$ cat src/rtl/seq_pattern_tx.sv
// Serial pattern transmitter: sends PATTERN MSB first, repeat_cnt times, with gap_len
// idle cycles between repetitions. Start/busy/done handshake plus synchronous abort.
module seq_pattern_tx #(
   parameter int unsigned             PAT_W   = 4,
   parameter logic [PAT_W-1:0]        PATTERN = 4'b1011,
   parameter int unsigned             CNT_W   = 8,
   parameter int unsigned             GAP_W   = 4
) (
   input  logic             clk,
   input  logic             reset,
   input  logic             start,
   input  logic [CNT_W-1:0] repeat_cnt,
   input  logic [GAP_W-1:0] gap_len,
   input  logic             abort,
   output logic             dout,
   output logic             dout_valid,
   output logic             busy,
   output logic             done
);

   localparam int unsigned      IDX_W    = (PAT_W > 1) ? $clog2(PAT_W) : 1;
   localparam logic [IDX_W-1:0] LAST_IDX = IDX_W'(PAT_W - 1);

   typedef enum logic [1:0] {
      IDLE  = 2'd0,
      SHIFT = 2'd1,
      GAP   = 2'd2,
      DONE  = 2'd3
   } state_t;

   state_t           state, state_nxt;
   logic [IDX_W-1:0] bit_idx, bit_idx_nxt;
   logic [CNT_W-1:0] rep_left, rep_left_nxt;
   logic [GAP_W-1:0] gap_left, gap_left_nxt;
   logic [GAP_W-1:0] gap_q, gap_q_nxt;
   logic             dout_nxt, dout_valid_nxt, busy_nxt, done_nxt;
   logic             accept_c;

   assign accept_c = start && (repeat_cnt != '0);

   // State and registered outputs
   always_ff @(posedge clk or negedge reset) begin
      if (!reset) begin
         state      <= IDLE;
         bit_idx    <= '0;
         rep_left   <= '0;
         gap_left   <= '0;
         gap_q      <= '0;
         dout       <= 1'b0;
         dout_valid <= 1'b0;
         busy       <= 1'b0;
         done       <= 1'b0;
      end else begin
         state      <= state_nxt;
         bit_idx    <= bit_idx_nxt;
         rep_left   <= rep_left_nxt;
         gap_left   <= gap_left_nxt;
         gap_q      <= gap_q_nxt;
         dout       <= dout_nxt;
         dout_valid <= dout_valid_nxt;
         busy       <= busy_nxt;
         done       <= done_nxt;
      end
   end

   // Next state; rep_left holds repetitions still owed including the one on the wire
   always_comb begin
      state_nxt      = state;
      bit_idx_nxt    = bit_idx;
      rep_left_nxt   = rep_left;
      gap_left_nxt   = gap_left;
      gap_q_nxt      = gap_q;
      dout_nxt       = 1'b0;
      dout_valid_nxt = 1'b0;
      busy_nxt       = 1'b0;
      done_nxt       = 1'b0;

      case (state)
         IDLE, DONE: begin
            if (accept_c) begin
               state_nxt      = SHIFT;
               bit_idx_nxt    = LAST_IDX;
               rep_left_nxt   = repeat_cnt;
               gap_q_nxt      = gap_len;
               dout_nxt       = PATTERN[PAT_W-1];
               dout_valid_nxt = 1'b1;
               busy_nxt       = 1'b1;
            end else begin
               state_nxt = IDLE;
            end
         end

         SHIFT: begin
            if (abort) begin
               state_nxt    = IDLE;
               rep_left_nxt = '0;
               gap_left_nxt = '0;
            end else if (bit_idx != '0) begin
               bit_idx_nxt    = bit_idx - IDX_W'(1);
               dout_nxt       = PATTERN[bit_idx_nxt];
               dout_valid_nxt = 1'b1;
               busy_nxt       = 1'b1;
            end else if (rep_left > CNT_W'(1)) begin
               rep_left_nxt = rep_left - CNT_W'(1);
               busy_nxt     = 1'b1;
               if (gap_q == '0) begin
                  bit_idx_nxt    = LAST_IDX;
                  dout_nxt       = PATTERN[PAT_W-1];
                  dout_valid_nxt = 1'b1;
               end else begin
                  state_nxt    = GAP;
                  gap_left_nxt = gap_q;
               end
            end else begin
               state_nxt    = DONE;
               rep_left_nxt = '0;
               done_nxt     = 1'b1;
            end
         end

         GAP: begin
            if (abort) begin
               state_nxt    = IDLE;
               rep_left_nxt = '0;
               gap_left_nxt = '0;
            end else if (gap_left == GAP_W'(1)) begin
               state_nxt      = SHIFT;
               gap_left_nxt   = '0;
               bit_idx_nxt    = LAST_IDX;
               dout_nxt       = PATTERN[PAT_W-1];
               dout_valid_nxt = 1'b1;
               busy_nxt       = 1'b1;
            end else begin
               gap_left_nxt = gap_left - GAP_W'(1);
               busy_nxt     = 1'b1;
            end
         end

         default: state_nxt = IDLE;
      endcase
   end

endmodule

$ cat config.mk
export PLATFORM = sky130hd
export DESIGN_NAME = seq_pattern_tx
export DESIGN_NICKNAME = d
export VERILOG_FILES = /design/src/rtl/seq_pattern_tx.sv
export SDC_FILE = /design/constraint.sdc
export NUM_CORES = 1
export LEC_CHECK = 0
export ABC_AREA = 1
export BUFFER_PORTS_ARGS = -buffer_cell sky130_fd_sc_hd__buf_2
export CAP_MARGIN = 10
export CORE_UTILIZATION = 50
export CTS_CLUSTER_DIAMETER = 30
export DETAILED_ROUTE_END_ITERATION = 16
export PLACE_DENSITY = 0.74
export SYNTH_ARGS = -nofsm -noshare
export SYNTH_HDL_FRONTEND = slang
export SYNTH_SLANG_ARGS = --single-unit
$ cat constraint.sdc
create_clock -name clk -period 1.7 [get_ports clk]
set_input_delay 0.255 -clock clk [delete_from_list [all_inputs] [get_ports clk]]
set_output_delay 0.255 -clock clk [all_outputs]
set_load 0.005 [all_outputs]
==> impl_metrics.py, run 1 <==
metrics = {
    "status": {
        "status": "complete, no violations",
    },
    "global_routing": {
        "grt_usage": 0.196,
        "gr-total-overflow": 0,
        "grt_antenna_before_repair": 0,
        "grt_pass1_vias": 1190,
        "grt_max_degree": 25,
        "grt_pass1_wl_microns": 5060,
    },
    "worst_setup_path": {
        "critical_path_required_ps": 1960,
        "slowest_stage": "dfrtp_1",
        "critPathTopFamily": "simple AND/OR/NAND/NOR gates",
        "end_kind": "register",
        "worstSetupStartpointType": "register",
        "r2r_start": "rep_left[0]",
        "critPathLaunch": "rep_left[0]",
        "crit_path_max_incr_delay_ps": 430,
        "cp_num_cells": 11,
        "worstPathMaxFanout": 5,
        "arrival_ps": 1810,
        "reg2reg_depth": 11,
        "crit_chain": "inv_2, ha_4, inv_1, nand2_1, nand2_2, nor2_8, nor3_4, nand2_1, nand2_1, nand2_1, nand2_1",
        "cpMostUsedCell": "nand2_1",
        "path_class": "register to register",
        "crit_buf_inv": 2,
    },
    "route": {
        "wire_per_inst_microns": 10.1,
        "detail-route-antenna-nets": 0,
        "dr.first_iter.drc_count": 30,
        "num_vias": 1364,
        "vias_per_cell": 4.67,
        "drt_pass1_iterations": 5,
        "wirelength_microns": 2940,
        "drc": 0,
    },
    "cells_and_area": {
        "final_net_count": 273,
        "postLayoutCellArea_sq_um": 1810,
        "drive_gt1_frac": 0.198,
        "fillers": 260,
        "multi_input_area_sq_um": 875,
        "n_antenna_cell": 0,
        "seq_area_sq_um": 601,
        "fin_cells": 292,
        "area_growth_pct": 14.6,
    },
    "clock_network": {
        "htreeDepth": 1,
        "cts_root_buf": "clkbuf_4",
        "clkTransAtPathRegs_ps": 120,
        "cts_tree": "done",
        "postCtsSetupRepairBufs": 0,
        "clk_latency_ps": 320,
        "clockBufferDepth": 2,
        "cts.sinks": 24,
        "cts_buffers": 3,
    },
    "synth": {
        "netlist_instances": 222,
        "synth_cell_types": 26,
        "syn_area_sq_um": 1580,
        "syn_avg_cell_area_sq_um": 7.13,
        "ys_ff_latch": 24,
        "synth_fp_nets": 246,
        "yosysWarnings": 0,
        "ys_seq_area_frac": 0.379,
    },
    "sta": {
        "fmax_mhz": 649,
        "worstMarginPinSlew_ps": 533,
        "finalSetupViolations": 0,
        "tns_ps": 0,
        "period_share": 0.907,
        "slew_violations": 0,
        "hold_viol_final": 0,
        "clock_skew_ps": 6.07,
        "hold_slack_ps": 171,
        "relSlewSlack": 0.645,
        "grt_setup_unrepaired": "false",
        "min_period_ps": 1540,
    },
    "power": {
        "p_leak_nw": 1.02,
        "p_total_mw": 3.45,
        "cellPowerDensity_nw_per_um2": 1900,
        "vdd_drop_max_mv": 1.03,
    },
    "placement": {
        "place_congestion": 0.909,
        "portBuffers": 19,
        "placed_area_sq_um": 1750,
        "dp_cells": 287,
        "place_hpwl_microns": 2320,
    },
    "floorplanning": {
        "rows": 20,
        "core_sq_um": 3030,
        "die_w_microns": 58.3,
        "initial_core_util": 0.523,
        "ios": 20,
        "die_height_microns": 58.3,
        "dieArea_sq_um": 3390,
    },
    "flow_run": {
        "drv_cap": 0,
    },
    "hold_path": {
        "hold_start": "gap_len[2]",
        "hold_path_class": "primary input to register",
        "holdPathStages": 3,
    },
}
==> layout by cell type (no fill, tap or decap), types with 2 or more instances in the layout <==
cell	count
inv_2	5
nand2_4	2
nor3_1	2
nand2_2	6
buf_4	4
buf_2	19
xor2_1	5
a21oi_1	3
nor2_2	3
nand2_1	77
xnor2_1	2
o21ai_0	9
nand3_2	2
dfrtp_1	24
o21ai_1	4
ha_1	7
nand3_1	7
o22ai_1	2
nor2_1	27
clkbuf_4	3
inv_1	25
==> cells in the mapped netlist (all sizes together) <==
library cell | count | area share
ha | 8 | 0.063
a31oi | 1 | 0.0040
buf | 2 | 0.0063
inv | 30 | 0.071
o21bai | 1 | 0.0047
or2 | 1 | 0.0040
and3 | 1 | 0.0040
nand3 | 9 | 0.035
xor2 | 5 | 0.028
dfrtp | 24 | 0.38
a21oi | 3 | 0.0095
o21ai | 13 | 0.041
nand2 | 85 | 0.22
nor3 | 3 | 0.017
nor2 | 32 | 0.096
o22ai | 2 | 0.0079
xnor2 | 2 | 0.011
==> cell families after synthesis <==
logic type,synth area share
compound gates,0.0672
flops,0.379
fa+ha+maj,0.0632
simple gates,0.374
buf+inv,0.0775
xor+xnor,0.0387
==> sequential cells by signal, indices dropped and copies added (netlist names) <==
name / count
state: 2
rep_left: 8
dout_valid: 1
bit_idx: 2
dout: 1
gap_q: 4
gap_left: 4
done: 1
busy: 1
==> power by group <==
group          total, mW  internal, mW  switching (mW)
clock network      0.293         0.131           0.162
registers           1.04         0.833           0.211
logic               2.12         0.831            1.29
==> tightest hold or removal path, cell delays in order <==
cell     delay, ps
buf_2           90
inv_1           40
o21ai_0         70
==> metrics by stage <==
stage | setup WS, ps | utilization
2_1_floorplan | 228 | -
3_3_place_gp | 110 | 0.579
3_5_place_dp | 96.5 | 0.579
4_1_cts | 68.0 | 0.594
5_1_grt | 1.34 | 0.599
6_report | 159 | 0.599
==> routing by layer <==
layer | GRT usage | share of wire | routed length (microns) | up-vias
met4 | 0.0816 | 0.022 | 64 | 0
met3 | 0.0491 | 0.029 | 86 | 9
met5 | 0 | 0 | 0 | -
met1 | 0.279 | 0.53 | 1550 | 595
met2 | 0.282 | 0.42 | 1240 | 25
li1 | - | - | - | 735
==> area by class of cell <==
class	instances	area share
tap	44	0.0303
clock buffer	4	0.0200
inverter	30	0.0621
sequential	24	0.331
timing repair buffer	24	0.0745
multi-input combinational	166	0.482
==> worst paths after layout <==
check | endpoint | slack, ps
max in group asynchronous | bit_idx[1] | 910
hold / removal | gap_q[2] | 170
min in group asynchronous | gap_left[2] | 440
setup reg to reg | rep_left[0] | 160
hold reg to reg | gap_q[3] | 530
setup / recovery | rep_left[0] | 160
==> timing repair <==
| action | in CTS | in global routing |
|---|---|---|
| hold buffers | 1 | 0 |
| endpoints found under the hold margin | 24 | 0 |
| resized for setup | 0 | 6 |
| endpoints found under the setup margin | 0 | 14 |
(Power assumes the default switching activity.)
==> run 2: changes to the inputs <==
Settings changed: ABC_AREA 1 to unset, PLACE_DENSITY 0.74 to 0.75.
==> run 2 against run 1 <==
The run now ends with setup timing left. Routed wire length is 55% higher. Flip-flop and latch count stayed put. Via count is 14% higher. Critical endpoint is now state[0]. Critical path type unchanged. Design area is 24% higher. Power is 12% higher. Largest cell class unchanged. Combinational power is 16% higher.
==> impl_metrics.py, run 2 <==
metrics = {
    "hold_path": {
        "hold_path_class": "primary input to register",
        "holdPathStages": 2,
    },
    "route": {
        "detail-route-antenna-nets": 0,
        "num_vias": 1560,
        "wirelength_microns": 4580,
        "drc": 0,
        "wire_per_inst_microns": 17.7,
        "drt_pass1_iterations": 5,
        "vias_per_cell": 6.02,
        "dr.first_iter.drc_count": 114,
    },
    "synth": {
        "yosys.area.top_type": "dfrtp_1",
        "synth_top_family_by_area": "compound AO/OA/AOI/OAI gates",
        "synthSimpleGateAreaFrac": 0.184,
        "synth-edff-count": 0,
        "synth_xor_area_frac": 0,
        "yosys-top-cells-count": "dfrtp_1 (24), a21oi_1 (17), o21ai_0 (16)",
        "synthTopCellsByArea": "dfrtp_1 (41%), ha_1 (6.8%), a21oi_1 (5.7%), o21ai_0 (5.4%), inv_1 (3.3%)",
        "synthAdderAreaFrac": 0.0676,
        "ys_ff_latch": 24,
        "syn_area_sq_um": 1480,
        "synth_cell_types": 45,
        "synth_fp_nets": 181,
        "synth.most_common_cell": "dfrtp_1",
        "syn_avg_cell_area_sq_um": 9.43,
        "synthMuxAreaShare": 0.0473,
        "synth_compound_area_frac": 0.256,
        "async_reset_ff_frac": 1.00,
        "yosysWarnings": 0,
        "ys_seq_area_frac": 0.406,
        "synth_top_cell_area_share": 0.406,
        "netlist_instances": 157,
        "synth_ff_type": "dfrtp_1",
    },
    "clock_network": {
        "clockBufferDepth": 2,
        "cts_root_buf": "clkbuf_4",
        "htreeDepth": 1,
        "clk_latency_ps": 320,
        "cts.sinks": 24,
        "cts_buffers": 3,
        "clkTransAtPathRegs_ps": 140,
        "cts_tree": "done",
    },
    "worst_setup_path": {
        "worstSetupStartpointType": "register",
        "worstPathMaxFanout": 5,
        "critical_path_required_ps": 1930,
        "arrival_ps": 2140,
        "reg2reg_depth": 5,
        "path_class": "register to register",
        "end_kind": "register",
    },
    "cells_and_area": {
        "utilization": 0.806,
        "drive_gt1_frac": 0.504,
        "largest_register_ffs": 8,
        "top_register": "rep_left",
        "top_regs": "rep_left x8, gap_left x4, gap_q x4",
        "n_antenna_cell": 0,
        "fillers": 167,
        "area_growth_pct": 51.4,
        "final_common_cell": "buf_4",
        "postLayoutCellArea_sq_um": 2240,
        "multi_input_area_sq_um": 992,
        "final_net_count": 253,
        "seq_area_sq_um": 601,
        "layout_common_cells": "buf_4 (42), dfrtp_1 (24), buf_2 (19)",
    },
    "placement": {
        "place_ws_ps": -215,
        "portBuffers": 19,
        "place_hpwl_microns": 3130,
        "placed_area_sq_um": 1980,
        "place_congestion": 0.942,
    },
    "flow_run": {
        "drv_cap": 0,
    },
    "floorplanning": {
        "die_w_microns": 56.4,
        "dieArea_sq_um": 3180,
        "die_height_microns": 56.4,
        "rows": 19,
        "core_sq_um": 2780,
        "ios": 20,
        "initial_core_util": 0.532,
    },
    "sta": {
        "hold_slack_ps": 149,
        "clock_skew_ps": 8.41,
        "relSlewSlack": 0.636,
        "fmax_mhz": 524,
        "worstMarginPinSlew_ps": 546,
        "grt_setup_unrepaired": "true",
        "period_share": 1.12,
        "fin_ws_ps": -210,
        "slew_violations": 0,
        "hold_viol_final": 0,
        "finalSetupViolations": 19,
        "min_period_ps": 1910,
    },
    "global_routing": {
        "grt_antenna_before_repair": 0,
        "grt_pass1_vias": 1613,
        "gr-total-overflow": 0,
        "grt_max_degree": 25,
        "grt_usage": 0.298,
        "grt_pass1_wl_microns": 7300,
    },
    "power": {
        "cellPowerDensity_nw_per_um2": 1720,
        "vdd_drop_max_mv": 1.42,
        "pwr-share-seq": 0.256,
        "p_total_mw": 3.86,
        "swShare": 0.408,
        "p_int_mw": 2.29,
        "pwr-share-comb": 0.634,
        "p_leak_nw": 0.995,
        "switchingPower_mw": 1.58,
        "clkPwrFrac": 0.110,
    },
    "status": {
        "violations": "setup timing",
        "status": "complete, but fails checks",
    },
}
==> run 2: cell type report <==
type                    count  share of cell area
multi-input cells         118               0.443
flip-flops and latches     24               0.268
repair buffers             69               0.227
inverters                  13              0.0218
well taps                  31              0.0173
clock inverters             1              0.0134
clock buffers               3              0.0101
==> run 2: repair_timing <==
action                                 4_1_cts  5_1_grt
setup endpoints to repair                   19       20
pin swaps                                    6        7
endpoints found under the hold margin       24        0
buffers inserted                             4        1
hold buffers                                 1        0
gates resized for setup                     31       16
==> run 2: worst paths after layout <==
path	startpoint	end	slack [ps]
max	rep_left[5]	state[0]	-210
min	gap_len[2]	gap_q[2]	150
max reg2reg	rep_left[5]	state[0]	-210
min reg2reg	gap_left[1]	gap_left[1]	540
max in group asynchronous	reset	rep_left[6]	900
min in group asynchronous	reset	bit_idx[1]	430
==> run 2: power groups by stage <==
stage	registers, mW	logic, mW	clock network, mW
3_5_place_dp	0.971	2.02	0
2_1_floorplan	0.974	1.06	0
6_report	0.990	2.45	0.423
4_1_cts	0.976	2.28	0.426
5_1_grt	1.01	2.63	0.443
3_3_place_gp	0.956	1.90	0
==> run 2: logic make-up after synthesis <==
logic type / count (synthesis)
fa+ha+maj: 8
flops: 24
mux: 6
compound gates: 57
buf+inv: 15
simple gates: 47
==> run 2: metal layers <==
layer / wire length (microns) / vias up / global-route usage
met5: 0 / - / 0
met4: 101 / 0 / 0.0976
met3: 298 / 17 / 0.0553
met2: 2270 / 82 / 0.512
met1: 1910 / 733 / 0.377
li1: - / 728 / -
==> run 2: through the flow <==
stage	TNS [ps]	cells
global placement	-1890	251
CTS	-1800	259
floorplan	-342	157
finish	-2230	259
global route	-3650	259
detailed placement	-3260	251
==> run 2: worst max-delay path: stages (launching register included) <==
cell and delay (ps):
dfrtp_1 400, or4_4 600, nor3_4 220, o21a_2 220
o21ai_2 80, mux2_4 300
